**src/rtl/qracc_pkg.sv**
```systemverilog
// Shared types and constants for the qracc feature path (fetcher/loader).
// Holds only declarations: no logic, no latency, no flow control.
package qracc_pkg;

    localparam int FF_INPUT_WIDTH   = 256;
    localparam int FF_ELEMENT_WIDTH = 8;
    localparam int FF_NUM_ELEMENTS  = 128;
    localparam int FF_WPB           = FF_INPUT_WIDTH / FF_ELEMENT_WIDTH;

    typedef enum logic [1:0] {
        FF_IDLE,
        FF_FETCH,
        FF_DRAIN,
        FF_DONE
    } ff_state_t;

    typedef struct packed {
        logic [31:0] stat_ff_beats;
    } ff_stats_t;

endpackage

```
**src/rtl/feature_fetcher.sv**
```systemverilog
// Streams an activation vector from SRAM into the feature_loader, one word per grant; write lands 2 cycles after grant.
// Grant low stalls issue indefinitely; done_o pulses the cycle after the last loader write.
module feature_fetcher
    import qracc_pkg::*;
#(
    parameter int inputWidth       = FF_INPUT_WIDTH,
    parameter int addrWidth        = 8,
    parameter int elementWidth     = FF_ELEMENT_WIDTH,
    parameter int numElements      = FF_NUM_ELEMENTS,
    parameter int sramAddrWidth    = 16,
    parameter bit TRACK_STATISTICS = 1'b1
) (
    input  logic                     clk,
    input  logic                     nrst,
    input  logic                     start_i,
    input  logic [sramAddrWidth-1:0] base_addr_i,
    input  logic [9:0]               num_elems_i,
    input  logic [9:0]               mask_start_i,
    output logic                     busy_o,
    output logic                     done_o,
    output logic                     sram_req_o,
    input  logic                     sram_gnt_i,
    output logic [sramAddrWidth-1:0] sram_addr_o,
    input  logic [inputWidth-1:0]    sram_rdata_i,
    output logic                     fl_wr_en_o,
    output logic [addrWidth-1:0]     fl_addr_o,
    output logic [inputWidth-1:0]    fl_data_o,
    output logic [9:0]               fl_mask_start_o,
    output logic [9:0]               fl_mask_end_o
);

    localparam int WPB       = inputWidth / elementWidth;
    localparam int WPB_LOG   = $clog2(WPB);
    localparam int MAX_BEATS = (numElements + WPB - 1) / WPB;
    localparam int BW        = $clog2(MAX_BEATS + 1);

    ff_state_t                state, state_nxt;
    logic [9:0]               n_lat;
    logic [9:0]               n_clamp;
    logic [9:0]               n_round;
    logic [9:0]               rem;
    logic [BW-1:0]            beats;
    logic [BW-1:0]            beats_calc;
    logic [BW-1:0]            issued;
    logic [BW-1:0]            returned;
    logic [sramAddrWidth-1:0] base;
    logic                     issue;
    logic                     rd_pend;
    logic                     accept;
    logic [inputWidth-1:0]    tail_data;

    assign n_clamp    = (num_elems_i > 10'(numElements)) ? 10'(numElements) : num_elems_i;
    assign n_round    = n_clamp + 10'(WPB - 1);
    assign beats_calc = BW'(n_round >> WPB_LOG);

    assign accept      = (state == FF_IDLE) && start_i;
    assign issue       = (state == FF_FETCH) && sram_gnt_i;
    assign sram_req_o  = (state == FF_FETCH);
    assign sram_addr_o = base + sramAddrWidth'(issued);
    assign busy_o      = (state != FF_IDLE);

    always_comb begin
        state_nxt = state;
        case (state)
            FF_IDLE: begin
                if (start_i) begin
                    state_nxt = (n_clamp == '0) ? FF_DONE : FF_FETCH;
                end
            end
            FF_FETCH: begin
                if (issue && (issued + BW'(1) == beats)) begin
                    state_nxt = FF_DRAIN;
                end
            end
            // Leave once the final word is on the read bus; its write lands during DONE.
            FF_DRAIN: begin
                if (returned + BW'(rd_pend) == beats) begin
                    state_nxt = FF_DONE;
                end
            end
            FF_DONE:  state_nxt = FF_IDLE;
            default:  state_nxt = FF_IDLE;
        endcase
    end

    // Lanes past the vector end on the final beat are zeroed.
    always_comb begin
        rem       = n_lat - (10'(returned) << WPB_LOG);
        tail_data = '0;
        for (int i = 0; i < WPB; i++) begin
            if (10'(i) < rem) begin
                tail_data[(WPB-1-i)*elementWidth +: elementWidth] =
                    sram_rdata_i[(WPB-1-i)*elementWidth +: elementWidth];
            end
        end
    end

    always_ff @(posedge clk or negedge nrst) begin
        if (!nrst) begin
            state           <= FF_IDLE;
            n_lat           <= '0;
            beats           <= '0;
            base            <= '0;
            issued          <= '0;
            returned        <= '0;
            rd_pend         <= 1'b0;
            done_o          <= 1'b0;
            fl_wr_en_o      <= 1'b0;
            fl_addr_o       <= '0;
            fl_data_o       <= '0;
            fl_mask_start_o <= '0;
            fl_mask_end_o   <= '0;
        end else begin
            state      <= state_nxt;
            rd_pend    <= issue;
            fl_wr_en_o <= rd_pend;
            done_o     <= (state == FF_DONE);
            if (accept) begin
                n_lat           <= n_clamp;
                beats           <= beats_calc;
                base            <= base_addr_i;
                issued          <= '0;
                returned        <= '0;
                fl_mask_start_o <= mask_start_i;
                fl_mask_end_o   <= n_clamp;
            end
            if (issue) begin
                issued <= issued + BW'(1);
            end
            if (rd_pend) begin
                fl_data_o <= tail_data;
                fl_addr_o <= addrWidth'(32'(returned) << WPB_LOG);
                returned  <= returned + BW'(1);
            end
        end
    end

    if (TRACK_STATISTICS) begin : g_stats
        ff_stats_t stats;
        always_ff @(posedge clk or negedge nrst) begin
            if (!nrst) begin
                stats <= '0;
            end else if (issue) begin
                stats.stat_ff_beats <= stats.stat_ff_beats + 32'd1;
            end
        end
    end

endmodule

```
**config.mk**
```make
export PLATFORM = sky130hd
export DESIGN_NAME = feature_fetcher
export DESIGN_NICKNAME = d
export VERILOG_FILES = /design/src/rtl/qracc_pkg.sv /design/src/rtl/feature_fetcher.sv
export SDC_FILE = /design/constraint.sdc
export NUM_CORES = 1
export LEC_CHECK = 0
export CAP_MARGIN = 20
export CORE_AREA = 2 2 234 236
export DETAILED_ROUTE_END_ITERATION = 16
export DIE_AREA = 0 0 236 238
export HOLD_SLACK_MARGIN = 0.1
export SETUP_SLACK_MARGIN = 0.5
export SLEW_MARGIN = 20
export SYNTH_ARGS = -nofsm -noshare
export SYNTH_HDL_FRONTEND = slang
export SYNTH_SLANG_ARGS = --single-unit
export TNS_END_PERCENT = 20
```
**constraint.sdc**
```tcl
create_clock -name clk -period 5.6 [get_ports clk]
set_clock_uncertainty 0.05 [all_clocks]
set_input_delay 0.84 -clock clk [delete_from_list [all_inputs] [get_ports clk]]
set_output_delay 0.84 -clock clk [all_outputs]
set_load 0.02 [all_outputs]
```
==> results by group <==
Outcome
  • Status: finished, final reports clean

Drt
  • DR iter-0 viols: 499
  • Routed WL: 46.5 mm
  • Vias/cell: 4.38
  • DRT antenna net count: 0
  • Vias: 10.6k
  • DRC viols: 0
  • DR WL/cell: 19.2 um
  • Pre-antenna DRT Iters: 4

Place
  • RD Place Congestion: 0.791
  • Post-DP Area: 20200 um^2
  • Post-DP HPWL: 35.2 mm
  • Placed instance count: 2364
  • Input/output buffers: 594

Setup path
  • CP Depth: 9
  • Crit-path max FO: 5
  • Reg2Reg Depth: 8
  • Most used cell, CP: inv_1
  • Startpoint Class: flip-flop
  • Slowest cell on crit path: clkdlybuf4s50_1
  • CP endpoint kind: output pin
  • CP Data Arrival Time: 3.01 ns
  • Buffer and inverter count on the worst path: 3
  • CP max stage delay: 0.64 ns
  • Critical Path RT: 4.71 ns
  • Delay-heaviest family, CP: buffers and inverters
  • Critical-path cell list: ha_1, inv_1, fa_1, inv_1, a21o_1, nand2b_1, nor2_1, xor2_1, clkdlybuf4s50_1
  • Setup Crit Path Kind: flip-flop to output pin

Floorplan
  • Initial Util: 0.252
  • Rows: 85
  • Width of the die: 236 um
  • Die Height: 238 um
  • Die area: 56200 um^2
  • CORE AREA: 53500 um^2
  • I/O Pins: 600

Logic synthesis
  • Sequential share of the synthesized area: 0.573
  • Ys async rst share: 1.00
  • Syn Inst Count: 1115
  • Top_reg_cell synth: dfrtp_1
  • Synthesized flop and latch total: 309
  • Biggest area consumer among synthesized cells: dfrtp_1
  • Post-synth top area share: 0.573
  • Synth area leaders: dfrtp_1 57%, mux2i_1 18%, nor2_1 7.0%
  • Synthesized cell area: 13500 um^2
  • Yosys cell types: 52
  • Synthesis Warnings: 0
  • Mean Syn Cell Area: 12.1 um^2
  • Post-synth EDFFs: 0

Clock tree
  • H-tree depth: 2
  • Clock Root Buffer: clkbuf_16
  • CTS tree: yes
  • Worst-Skew Late Latency: 0.53 ns
  • Post-cts sizing count: 0
  • Reg clk slew, reported paths: 0.06 ns
  • Max clock buf depth: 3
  • Setup Fix Bufs, Post-CTS: 0
  • Sink Count: 309
  • CTS Buf Count: 37
  • CTS Hold Bufs: 1

Finish
  • Most frequent cells in the layout: 593 x clkdlybuf4s50_1, 308 x dfrtp_1, 250 x nor2_1
  • Final instance area: 21400 um^2
  • Layout area overhead: 58.5%
  • Post-Layout Cell Count: 2430
  • Share of cells above drive strength 1: 0.0779
  • Final Core Density: 0.400
  • Nets@finish: 2022
  • Most common cell after layout, fill and taps aside: clkdlybuf4s50_1

Hold path
  • Hold Path Class: flip-flop to flip-flop
  • Hold path cells: 1

STA
  • Total negative slack: 0 ns
  • Fmax: 0.256 GHz
  • Crit share post-route: 0.697
  • Final Hold Vio Count: 0
  • Unrepaired setup endpoints after global routing: false
  • Final setup viols: 0
  • Final Max Tran Viols: 0
  • Min Tclk post-route: 3.90 ns
  • Max-Slew Margin vs Limit: 0.0848
  • Worst Max-Slew Pin Slew: 1.37 ns

Global route
  • GRT Overall Usage: 0.162
  • Remaining Overflow, GRT: 0
  • First-pass GRT wire length: 70.0 mm
  • Initial antenna violation count: 2
  • Number of global-route vias before repair: 11.4k
  • Pin count of the biggest net entering global routing: 166

Pwr
  • P_leak: 0.00910 uW
  • Power Dens Cells: 228 nW/um^2
  • Worst VDD drop: 0.174 mV

Run
  • Max-Cap Viols: 0
## report_power, final
| part | internal [uW] | switching (uW) |
|---|---|---|
| clock network | 1440 | 940 |
| logic | 187 | 85.4 |
| registers | 2230 | 0 |
## synth_stat cells, types with 2 or more instances
master / count
a211oi_2: 5
a21o_1: 4
a21oi_1: 20
a22o_1: 5
a311oi_4: 2
and2_1: 2
and4_1: 2
buf_1: 7
buf_2: 5
buf_4: 8
buf_6: 3
clkbuf_1: 29
dfrtp_1: 309
fa_1: 2
ha_1: 16
inv_1: 17
mux2_2: 31
mux2i_1: 248
nand2_1: 38
nand2b_1: 5
nand3_1: 9
nor2_1: 250
nor2b_1: 7
nor3_1: 4
nor3_2: 9
nor3_4: 8
nor3b_4: 2
nor4_4: 2
o21ai_0: 11
o2bb2ai_1: 9
or3_1: 2
xnor2_1: 17
xor2_1: 8
## through the flow
step / hold WS, ns / worst slack [ns] / power (uW)
final: 0.437 / 1.70 / 4880
after global routing: 0.455 / 1.54 / 5090
after CTS: 0.443 / 1.68 / 4980
after detailed placement: 0.422 / 2.10 / 2550
after global placement: 0.423 / 2.19 / 2550
after floorplan: 0.349 / 2.91 / 2290
## cell families (layout without fill, tap and decap cells)
| logic type | count (synthesis) | after routing | share of synthesized area |
|---|---|---|---|
| AO/OA/AOI/OAI | 64 | 64 | 0.0381 |
| adder cells (fa/ha/maj) | 18 | 18 | 0.0178 |
| other | 1 | 6 | 0.000278 |
| AND/OR/NAND/NOR | 348 | 348 | 0.120 |
| buffers and inverters | 71 | 685 | 0.0241 |
| flip-flops | 309 | 309 | 0.573 |
| multiplexers | 279 | 279 | 0.210 |
| XOR/XNOR | 25 | 25 | 0.0162 |
## worst register-to-register path, cell delays in order, from the launching register on
cell and delay (ns):
dfrtp_1 0.43, ha_1 0.20, inv_1 0.06, fa_1 0.38, o21ba_2 0.25, o2111ai_2 0.19
or2_2 0.62, a211oi_2 0.87, nor2_1 0.13
## sequential cells by signal, indices dropped and copies added (netlist names)
signal,cells
base,16
beats,3
done_o,1
fl_addr_o,3
fl_data_o,256
fl_mask_start_o,10
fl_wr_en_o,1
issued,3
n_lat,10
rd_pend,1
returned,3
state,2
## layout make-up
class | instances | area (um^2)
Antenna cell | 1 | 2.50
Sequential cell | 309 | 7740
Inverter | 19 | 71.3
Tap cell | 696 | 871
Multi-Input combinational cell | 739 | 5450
Clock buffer | 53 | 1090
Fill cell | 5111 | 32100
Timing Repair Buffer | 602 | 6050
Clock inverter | 11 | 113
## path summary, 6_finish.rpt
path	start	endpoint	slack, ns
setup / recovery	issued[0]$_DFFE_PN0P_	sram_addr_o[10]	1.70
hold / removal	fl_data_o[2]$_DFFE_PN0P_	fl_data_o[2]$_DFFE_PN0P_	0.44
max in group asynchronous	nrst	rd_pend$_DFF_PN0_	3.46
setup reg to reg	returned[0]$_DFFE_PN0P_	fl_data_o[95]$_DFFE_PN0P_	2.29
hold reg to reg	fl_data_o[2]$_DFFE_PN0P_	fl_data_o[2]$_DFFE_PN0P_	0.44
min in group asynchronous	nrst	fl_data_o[57]$_DFFE_PN0P_	0.68
## per-layer routing
metal	global-route usage	up-vias	wire (um)
li1	-	4989	-
met1	0.191	5213	18800
met2	0.283	389	23200
met3	0.0524	56	3540
met4	0.0432	2	1020
met5	0	-	13
Note: power is estimated with default switching activity, not from simulation.
